**config.mk**
```make
export PLATFORM = sky130hd
export DESIGN_NAME = debounce_scheduler
export DESIGN_NICKNAME = d
export VERILOG_FILES = /design/src/rtl/debounce_pkg.sv /design/src/rtl/sync_2ff.sv /design/src/rtl/debounce_scheduler.sv
export SDC_FILE = /design/constraint.sdc
export NUM_CORES = 1
export LEC_CHECK = 0
export ABC_AREA = 1
export CAP_MARGIN = 10
export CORE_AREA = 2 2 68 70
export CTS_CLUSTER_SIZE = 16
export DETAILED_ROUTE_END_ITERATION = 6
export DIE_AREA = 0 0 70 72
export GPL_TIMING_DRIVEN = 0
export SYNTH_ARGS = -nofsm -noshare
export SYNTH_HDL_FRONTEND = slang
export SYNTH_SLANG_ARGS = --single-unit
```
**constraint.sdc**
```tcl
create_clock -name clk -period 1.3 [get_ports clk]
set_input_delay 0.325 -clock clk [delete_from_list [all_inputs] [get_ports clk]]
set_output_delay 0.325 -clock clk [all_outputs]
set_load 0.05 [all_outputs]
```
**src/rtl/debounce_pkg.sv**
```systemverilog
// Shared types and width helpers for the time-multiplexed button debouncer.
package debounce_pkg;

  typedef enum logic {
    SCAN  = 1'b0,
    TRACK = 1'b1
  } state_t;

  localparam int unsigned DEF_N_BTN         = 4;
  localparam int unsigned DEF_STABLE_CYCLES = 1000;

  function automatic int unsigned idx_width(input int unsigned n_btn);
    return (n_btn > 1) ? $clog2(n_btn) : 1;
  endfunction

  function automatic int unsigned cnt_width(input int unsigned stable_cycles);
    return (stable_cycles > 1) ? $clog2(stable_cycles) : 1;
  endfunction

endpackage

```
**src/rtl/sync_2ff.sv**
```systemverilog
// Two-flop synchronizer for one asynchronous input bit, with a selectable reset level.
module sync_2ff #(
  parameter logic RESET_VAL = 1'b0
) (
  input  logic clk,
  input  logic n_reset,
  input  logic d,
  output logic q
);

  logic meta;

  // NOTE: sequential state uses non-blocking assignments so every flop samples pre-edge values.
  always_ff @(posedge clk) begin
    if (!n_reset) begin
      meta <= RESET_VAL;
      q    <= RESET_VAL;
    end else begin
      meta <= d;
      q    <= meta;
    end
  end

endmodule

```
**src/rtl/debounce_scheduler.sv**
```systemverilog
// Debouncer for N_BTN buttons sharing one stability counter; a round-robin scanner
// hands the counter to the first button whose synchronized level differs from its output.
module debounce_scheduler
  import debounce_pkg::*;
#(
  parameter int unsigned N_BTN         = DEF_N_BTN,
  parameter int unsigned STABLE_CYCLES = DEF_STABLE_CYCLES,
  parameter logic        INIT_LEVEL    = 1'b0
) (
  input  logic                       clk,
  input  logic                       n_reset,
  input  logic [N_BTN-1:0]           btn_in,
  output logic [N_BTN-1:0]           db_out,
  output logic [N_BTN-1:0]           press_pulse,
  output logic [N_BTN-1:0]           release_pulse,
  output logic                       busy,
  output logic [$clog2(N_BTN)-1:0]   active_idx
);

  localparam int unsigned      IDX_W    = idx_width(N_BTN);
  localparam int unsigned      CNT_W    = cnt_width(STABLE_CYCLES);
  localparam logic [IDX_W-1:0] LAST_IDX = IDX_W'(N_BTN - 1);
  localparam logic [CNT_W-1:0] LAST_CNT = CNT_W'(STABLE_CYCLES - 1);

  logic [N_BTN-1:0] btn_sync;
  state_t           state, state_nxt;
  logic [IDX_W-1:0] ptr, owner;
  logic [CNT_W-1:0] cnt;
  logic             scan_hit, own_bounce, own_done;

  for (genvar i = 0; i < N_BTN; i++) begin : g_sync
    sync_2ff #(.RESET_VAL(INIT_LEVEL)) u_sync (
      .clk     (clk),
      .n_reset (n_reset),
      .d       (btn_in[i]),
      .q       (btn_sync[i])
    );
  end

  function automatic logic [IDX_W-1:0] next_idx(input logic [IDX_W-1:0] idx);
    return (idx == LAST_IDX) ? '0 : idx + 1'b1;
  endfunction

  assign scan_hit   = btn_sync[ptr] != db_out[ptr];
  assign own_bounce = btn_sync[owner] == db_out[owner];
  assign own_done   = cnt == LAST_CNT;

  always_ff @(posedge clk) begin
    if (!n_reset) state <= SCAN;
    else          state <= state_nxt;
  end

  // NOTE: every always_comb output gets a default first so no path can infer a latch.
  always_comb begin
    state_nxt = state;
    case (state)
      SCAN:  if (scan_hit)               state_nxt = TRACK;
      TRACK: if (own_bounce || own_done) state_nxt = SCAN;
      default:                           state_nxt = SCAN;
    endcase
  end

  always_ff @(posedge clk) begin
    if (!n_reset) begin
      ptr           <= '0;
      owner         <= '0;
      cnt           <= '0;
      db_out        <= {N_BTN{INIT_LEVEL}};
      press_pulse   <= '0;
      release_pulse <= '0;
    end else begin
      press_pulse   <= '0;
      release_pulse <= '0;
      case (state)
        SCAN: begin
          if (scan_hit) begin
            owner <= ptr;
            cnt   <= '0;
          end else begin
            ptr <= next_idx(ptr);
          end
        end
        TRACK: begin
          if (own_bounce) begin
            ptr <= next_idx(owner);
          end else if (own_done) begin
            // Commit: the old output level selects which edge pulse fires.
            db_out[owner] <= ~db_out[owner];
            if (db_out[owner]) release_pulse[owner] <= 1'b1;
            else               press_pulse[owner]   <= 1'b1;
            ptr <= next_idx(owner);
          end else begin
            cnt <= cnt + 1'b1;
          end
        end
        default: ptr <= '0;
      endcase
    end
  end

  always_comb begin
    busy       = (state == TRACK);
    active_idx = (state == TRACK) ? owner : ptr;
  end

endmodule

```
Yosys cells after proc, flatten, opt, wreduce, memory -nomap -nowiden
Index checks and enable logic that the tools add are counted.
{"block": "op_classes", "addsub": 3, "n_lt_le_gt_ge": 3, "n_eq_ne": 10, "n_mux": 25, "n_bitwise": 5, "n_reduce_logical": 8}
{"op": "2-to-1 mux 10 bit", "count": 3}
{"op": "one-hot mux 10 bit (2 select lines)", "count": 1}
{"op": "2-to-1 mux 2 bit", "count": 6}
{"op": "adder 10 x 1 -> 10 bit, second input constant", "count": 1}
{"op": "equality test 10 bit, second input constant", "count": 1}
{"op": "OR reduction 5 bit", "count": 2}
{"op": "binary-select mux 1 bit (select 2 bit)", "count": 4}
{"op": "!= test 2 bit, second input constant", "count": 4}
{"op": "2-to-1 mux 1 bit", "count": 7}
{"op": "< comparator 2 x 3 -> 1 bit, second input constant", "count": 2}
{"op": "AND reduction 3 bit", "count": 2}
{"op": "inverter 1 bit", "count": 5}
{"op": "adder 2 x 1 -> 2 bit, second input constant", "count": 2}
{"op": "bitwise mux 4 bit", "count": 1}
{"op": "equality test 2 bit, second input constant", "count": 2}
{"op": "one-hot mux 2 bit (2 select lines)", "count": 1}
{"op": "AND reduction 2 bit", "count": 2}
{"op": "!= test 3 x 1 -> 1 bit, second input constant", "count": 1}
{"op": "demux 1 bit (select 2 bit)", "count": 1}
{"op": "greater-or-equal comparator 2 x 1 -> 1 bit, second input constant", "count": 1}
{"op": "one-hot mux 1 bit (2 select lines)", "count": 1}
{"op": "equality test 1 bit", "count": 1}
{"op": "logical AND 1 bit", "count": 1}
{"op": "logical OR 1 bit", "count": 1}
{"op": "!= test 1 bit", "count": 1}
{"block": "totals", "register_bits": 35, "output_inout_bits": 15, "wordCells": 69}

Longest topological paths before layout
Gate-level depths: netlist of the first run.
{"block": "depth", "depth_word": 6, "mapped_depth": 13, "mapped_depth_nobuf": 13}

Modules after synthesis
A second synthesis of the first run with hierarchy kept.
{"block": "hier_totals", "hier_cells": 255, "hier_area_um2": 1750.4}
{"mod": "debounce_scheduler", "n_inst": 1, "cells_each": 231, "area_per_inst_um2": 1530.2, "seq_area_each_um2": 540.5}
{"mod": "sync_2ff", "n_inst": 4, "cells_each": 6, "area_per_inst_um2": 55.1, "seq_area_each_um2": 40.0}

Least setup slack after synthesis of the first run
OpenSTA, ideal clock, no wires.
{"block": "synth_path", "path_kind": "register to output", "start": "register state, in the netlist busy", "end": "output port active_idx[1]", "t_arrival_ns": 1.931, "slack_ns": -0.956, "path_stages_with_launch": 3, "cell_sequence": "dfxtp_1 clkbuf_1 o21ai_0"}
{"block": "synth_via", "elab_chain_cells": 1}
{"element": "start, declared", "line": "debounce_scheduler.sv:26", "source": "state_t state, state_nxt;"}
{"element": "start signal, assigned", "line": "debounce_scheduler.sv:50", "source": "else state <= state_nxt;"}
{"element": "2-to-1 mux 2 bit", "line": "debounce_scheduler.sv:103", "source": "active_idx = (state == TRACK) ? owner : ptr;"}
{"element": "end, declared", "line": "debounce_scheduler.sv:17", "source": "output logic [$clog2(N_BTN)-1:0] active_idx"}
Every way passes these cells.

Worst setup path after layout of the first run
{"block": "layout_path", "start": "register owner[0]", "end": "register release_pulse[0]"}
{"block": "layout_via", "elab_chain_cells": 4}
{"element": "start, declared", "line": "debounce_scheduler.sv:27", "source": "logic [IDX_W-1:0] ptr, owner;"}
{"element": "start signal, assigned", "line": "debounce_scheduler.sv:77", "source": "owner <= ptr;"}
{"element": "< comparator 2 x 3 -> 1 bit (implied by the code), or another cell as far along", "line": "debounce_scheduler.sv:89", "source": "if (db_out[owner]) release_pulse[owner] <= 1'b1;"}
{"element": "logical AND 1 bit (implied by the code), or another cell as far along", "line": "debounce_scheduler.sv:89"}
{"element": "2-to-1 mux 1 bit (implied by the code), or another cell as far along", "line": "debounce_scheduler.sv:89"}
{"element": "demux 1 bit (select 2 bit) / OR reduction 5 bit (equally long branches)"}
{"element": "end signal, assigned", "line": "debounce_scheduler.sv:70", "source": "release_pulse <= '0;"}
{"element": "end signal, assigned", "line": "debounce_scheduler.sv:73", "source": "release_pulse <= '0;"}
{"element": "end signal, assigned by index", "line": "debounce_scheduler.sv:89"}
{"element": "end, declared", "line": "debounce_scheduler.sv:15", "source": "output logic [N_BTN-1:0] release_pulse,"}
Parallel ways exist; a longest one is shown, timed or not. The select of a mux whose other input is x is not followed.
A chain may end at the register's enable or synchronous reset.

==> flow_summary_export.csv, run 1 <==
group,metric,value,unit
synthesis,synth_fp_nets,276,
synthesis,synth_cell_types,22,
placed_design,io_buffers,20,
final_layout,final_common_cell,"nand2_1",
pwr,power_density,1700,nW/um^2
routing,drc_errors,0,
setup_path,path_class,"reg -> reg",
floorplanning,num_io_pins,21,
final_layout,drive_gt1_share,40.1,%
final_layout,multiInputGateArea,1130,um^2
floorplanning,design.core.area,4260,um^2
routing,viasPerCell,4.77,
routing,ant_nets,0,
timing,setup_ws,-0.173,ns
timing,worstMarginPinSlew,0.626,ns
setup_path,critPathRequiredTime,1.49,ns
setup_path,cp-start-kind,"flop",
floorplanning,initial_core_util,41.5,%
floorplanning,rows,24,
final_layout,mostFrequentLayoutCells,"56 x nand2_1, 30 x inv_1, 25 x nor2_1",
routing,vias,1744,
status,violations,"setup timing",
final_layout,nFillCells,389,
pwr,fin_total_pwr,4.41,mW
clock_network,clock-root-buffer,"clkbuf_8",
routing,drtIter0Drc,85,
synthesis,yosys_warnings,0,
clock_network,clkTransAtPathRegs,0.07,ns
placed_design,gp_congestion,0.821,
grt,grt_pass1_vias,1664,
grt,grt_overflow_total,0,
placed_design,post-place-cells,336,
timing,fmax,679,MHz
timing,max-slew-margin-rel,58.3,%
pwr,power_frac_clock,18.2,%
grt,grt_pass1_wl,7.31,mm
grt,grt_max_degree,12,
routing,first_pass_iters,4,
setup_path,path_max_fanout,8,
synthesis,yosys-top-cells-area,"dfxtp_1 40%, nand2_1 17%, inv_1 7.2%",
synthesis,synth.avg_cell_area,6.70,um^2
status,status,"finished with violations",
placed_design,dp_hpwl,2.80,mm
grt,track_usage,18.3,%
pwr,power_frac_comb,49.6,%
synthesis,ys_seq_area_share,39.6,%
timing,hold_violations,0,
timing,period_minus_slack,1.47,ns
routing,drt_wl_total,4.44,mm
timing,period_share,113,%
pwr,power_switching_share,41.4,%
grt,grt_antenna_before_repair,0,
pwr,ir_drop,1.27,mV
clock_network,clock-sinks,35,
floorplanning,dieArea,5040,um^2
timing,slew_violations,0,
clock_network,cts_hold_buf,0,
setup_path,crit_arrival,1.66,ns
clock_network,numCtsBuffers,5,
final_layout,fin_nets,325,
final_layout,area_growth,46.6,%
timing,worst_hold_slack,0.409,ns
timing,finalSetupViolations,26,
clock_network,cts_tree,"done",
final_layout,seqCellArea,743,um^2
final_layout,stdcell_count,366,
timing,rsz0062_at_grt,"true",
clock_network,clock_path_buffers,2,
timing,fin_skew,0.00857,ns
hold_path,hp-class,"reg -> reg",
synthesis,ys_seq_elements,35,
routing,wl_per_cell,12.1,um
setup_path,endpoint_kind,"flop",
pwr,power.switching,1.83,mW
floorplanning,die_w,70,um
floorplanning,die_h,72,um
final_layout,antenna_cells,0,
pwr,p_leak,1.21,nW
run,drv_cap,0,
pwr,p_int,2.59,mW
synthesis,syn_area,1770,um^2
clock_network,insertion_delay,0.29,ns
clock_network,h-tree-depth,2,
synthesis,synth.largest_area_cell,"dfxtp_1",
pwr,seqPwrFrac,32.1,%
synthesis,synth_top_area_share,39.6,%
synthesis,synth_cells,264,
==> timing repair <==
action	4_1_cts	5_1_grt
gates cloned	1	1
buffers inserted	15	5
gates resized for setup	99	56
pin swaps	20	14
setup endpoints to repair	49	41
==> critical path: stages (launching register included) <==
cell     delay (ns)
dfxtp_4        0.39
inv_8          0.11
nand2_4        0.06
nand2_1        0.05
nand2_1        0.06
nand2_2        0.09
nand2_1        0.07
nand2_2        0.11
nand4_1        0.19
nor3_1         0.25
==> area by class of cell <==
type,count,area share [%]
clock inverters,1,0.193
repair buffers,42,13.0
clock buffers,7,3.33
plain buffers,7,3.04
flip-flops and latches,35,28.7
inverters,36,5.60
multi-input cells,186,43.7
well taps,52,2.51
==> synth_stat cells (all sizes together) <==
master	count
nand2	84
inv	36
dfxtp	35
nor2	32
nand3	25
a21oi	16
ha	6
nand4	6
nor3	5
o21ai	5
clkbuf	4
buf	3
xnor2	2
xor2	2
mux2i	1
nor3b	1
o32ai	1
==> final timing paths <==
kind / slack, ns / startpoint / to / cells past startpoint
worst max-delay path: -0.17 / owner[0] / release_pulse[0] / 9
worst min-delay path: 0.41 / g_sync[1].u_sync.meta / g_sync[1].u_sync.q / 2
worst max register to register: -0.17 / owner[0] / release_pulse[0] / 9
worst min register to register: 0.41 / g_sync[1].u_sync.meta / g_sync[1].u_sync.q / 2
==> power by group through the flow <==
stage / Sequential (mW) / Combinational (mW) / Clock [mW]
floorplan: 1.42 / 1.14 / 0
global placement: 1.43 / 1.53 / 0
detailed placement: 1.42 / 1.52 / 0
CTS: 1.40 / 1.89 / 0.816
global route: 1.44 / 2.37 / 0.874
finish: 1.42 / 2.19 / 0.805
==> through the flow <==
step	instance area, um^2	setup TNS (ns)	setup WS [ns]	util (%)
final	2590	-2.68	-0.173	60.8
after CTS	2460	-2.47	-0.151	57.7
after detailed placement	2140	-12.88	-0.630	50.3
after global routing	2590	-5.22	-0.280	60.8
after floorplan	1880	-0.158	-0.0322	-
after global placement	2140	-13.58	-0.627	50.3
==> cell families (layout without fill, tap and decap cells) <==
| logic type | Yosys count | after routing | share of synthesized area [%] |
|---|---|---|---|
| and+or+nand+nor | 153 | 153 | 37.3 |
| buffers and inverters | 43 | 93 | 9.83 |
| DFF | 35 | 35 | 39.6 |
| AOI/OAI and AO/OA | 22 | 22 | 6.44 |
| adders and majority gates | 6 | 6 | 4.24 |
| xor gates and xnor gates | 4 | 4 | 1.98 |
| muxes | 1 | 1 | 0.566 |
==> state kept, by name (all words and copies together), names as in the netlist <==
register            cells
busy                    1
cnt                    10
db_out                  4
g_sync.u_sync.meta      4
g_sync.u_sync.q         4
owner                   2
press_pulse             4
ptr                     2
release_pulse           4
==> layer usage <==
layer / track usage [%] / vias up / wire length [um]
met3: 5.00 / 7 / 202
li1: - / 929 / -
met2: 30.1 / 32 / 2080
met4: 7.26 / 0 / 63
met1: 22.9 / 776 / 2090
met5: 0 / - / 0
(Power assumes the default switching activity.)
==> inputs of run 2 (changes only) <==
Settings changed: ABC_CLOCK_PERIOD_IN_PS set to 1300.
==> results of run 2 <==
The final DEF is identical to that of run 1; final timing and power are the same.
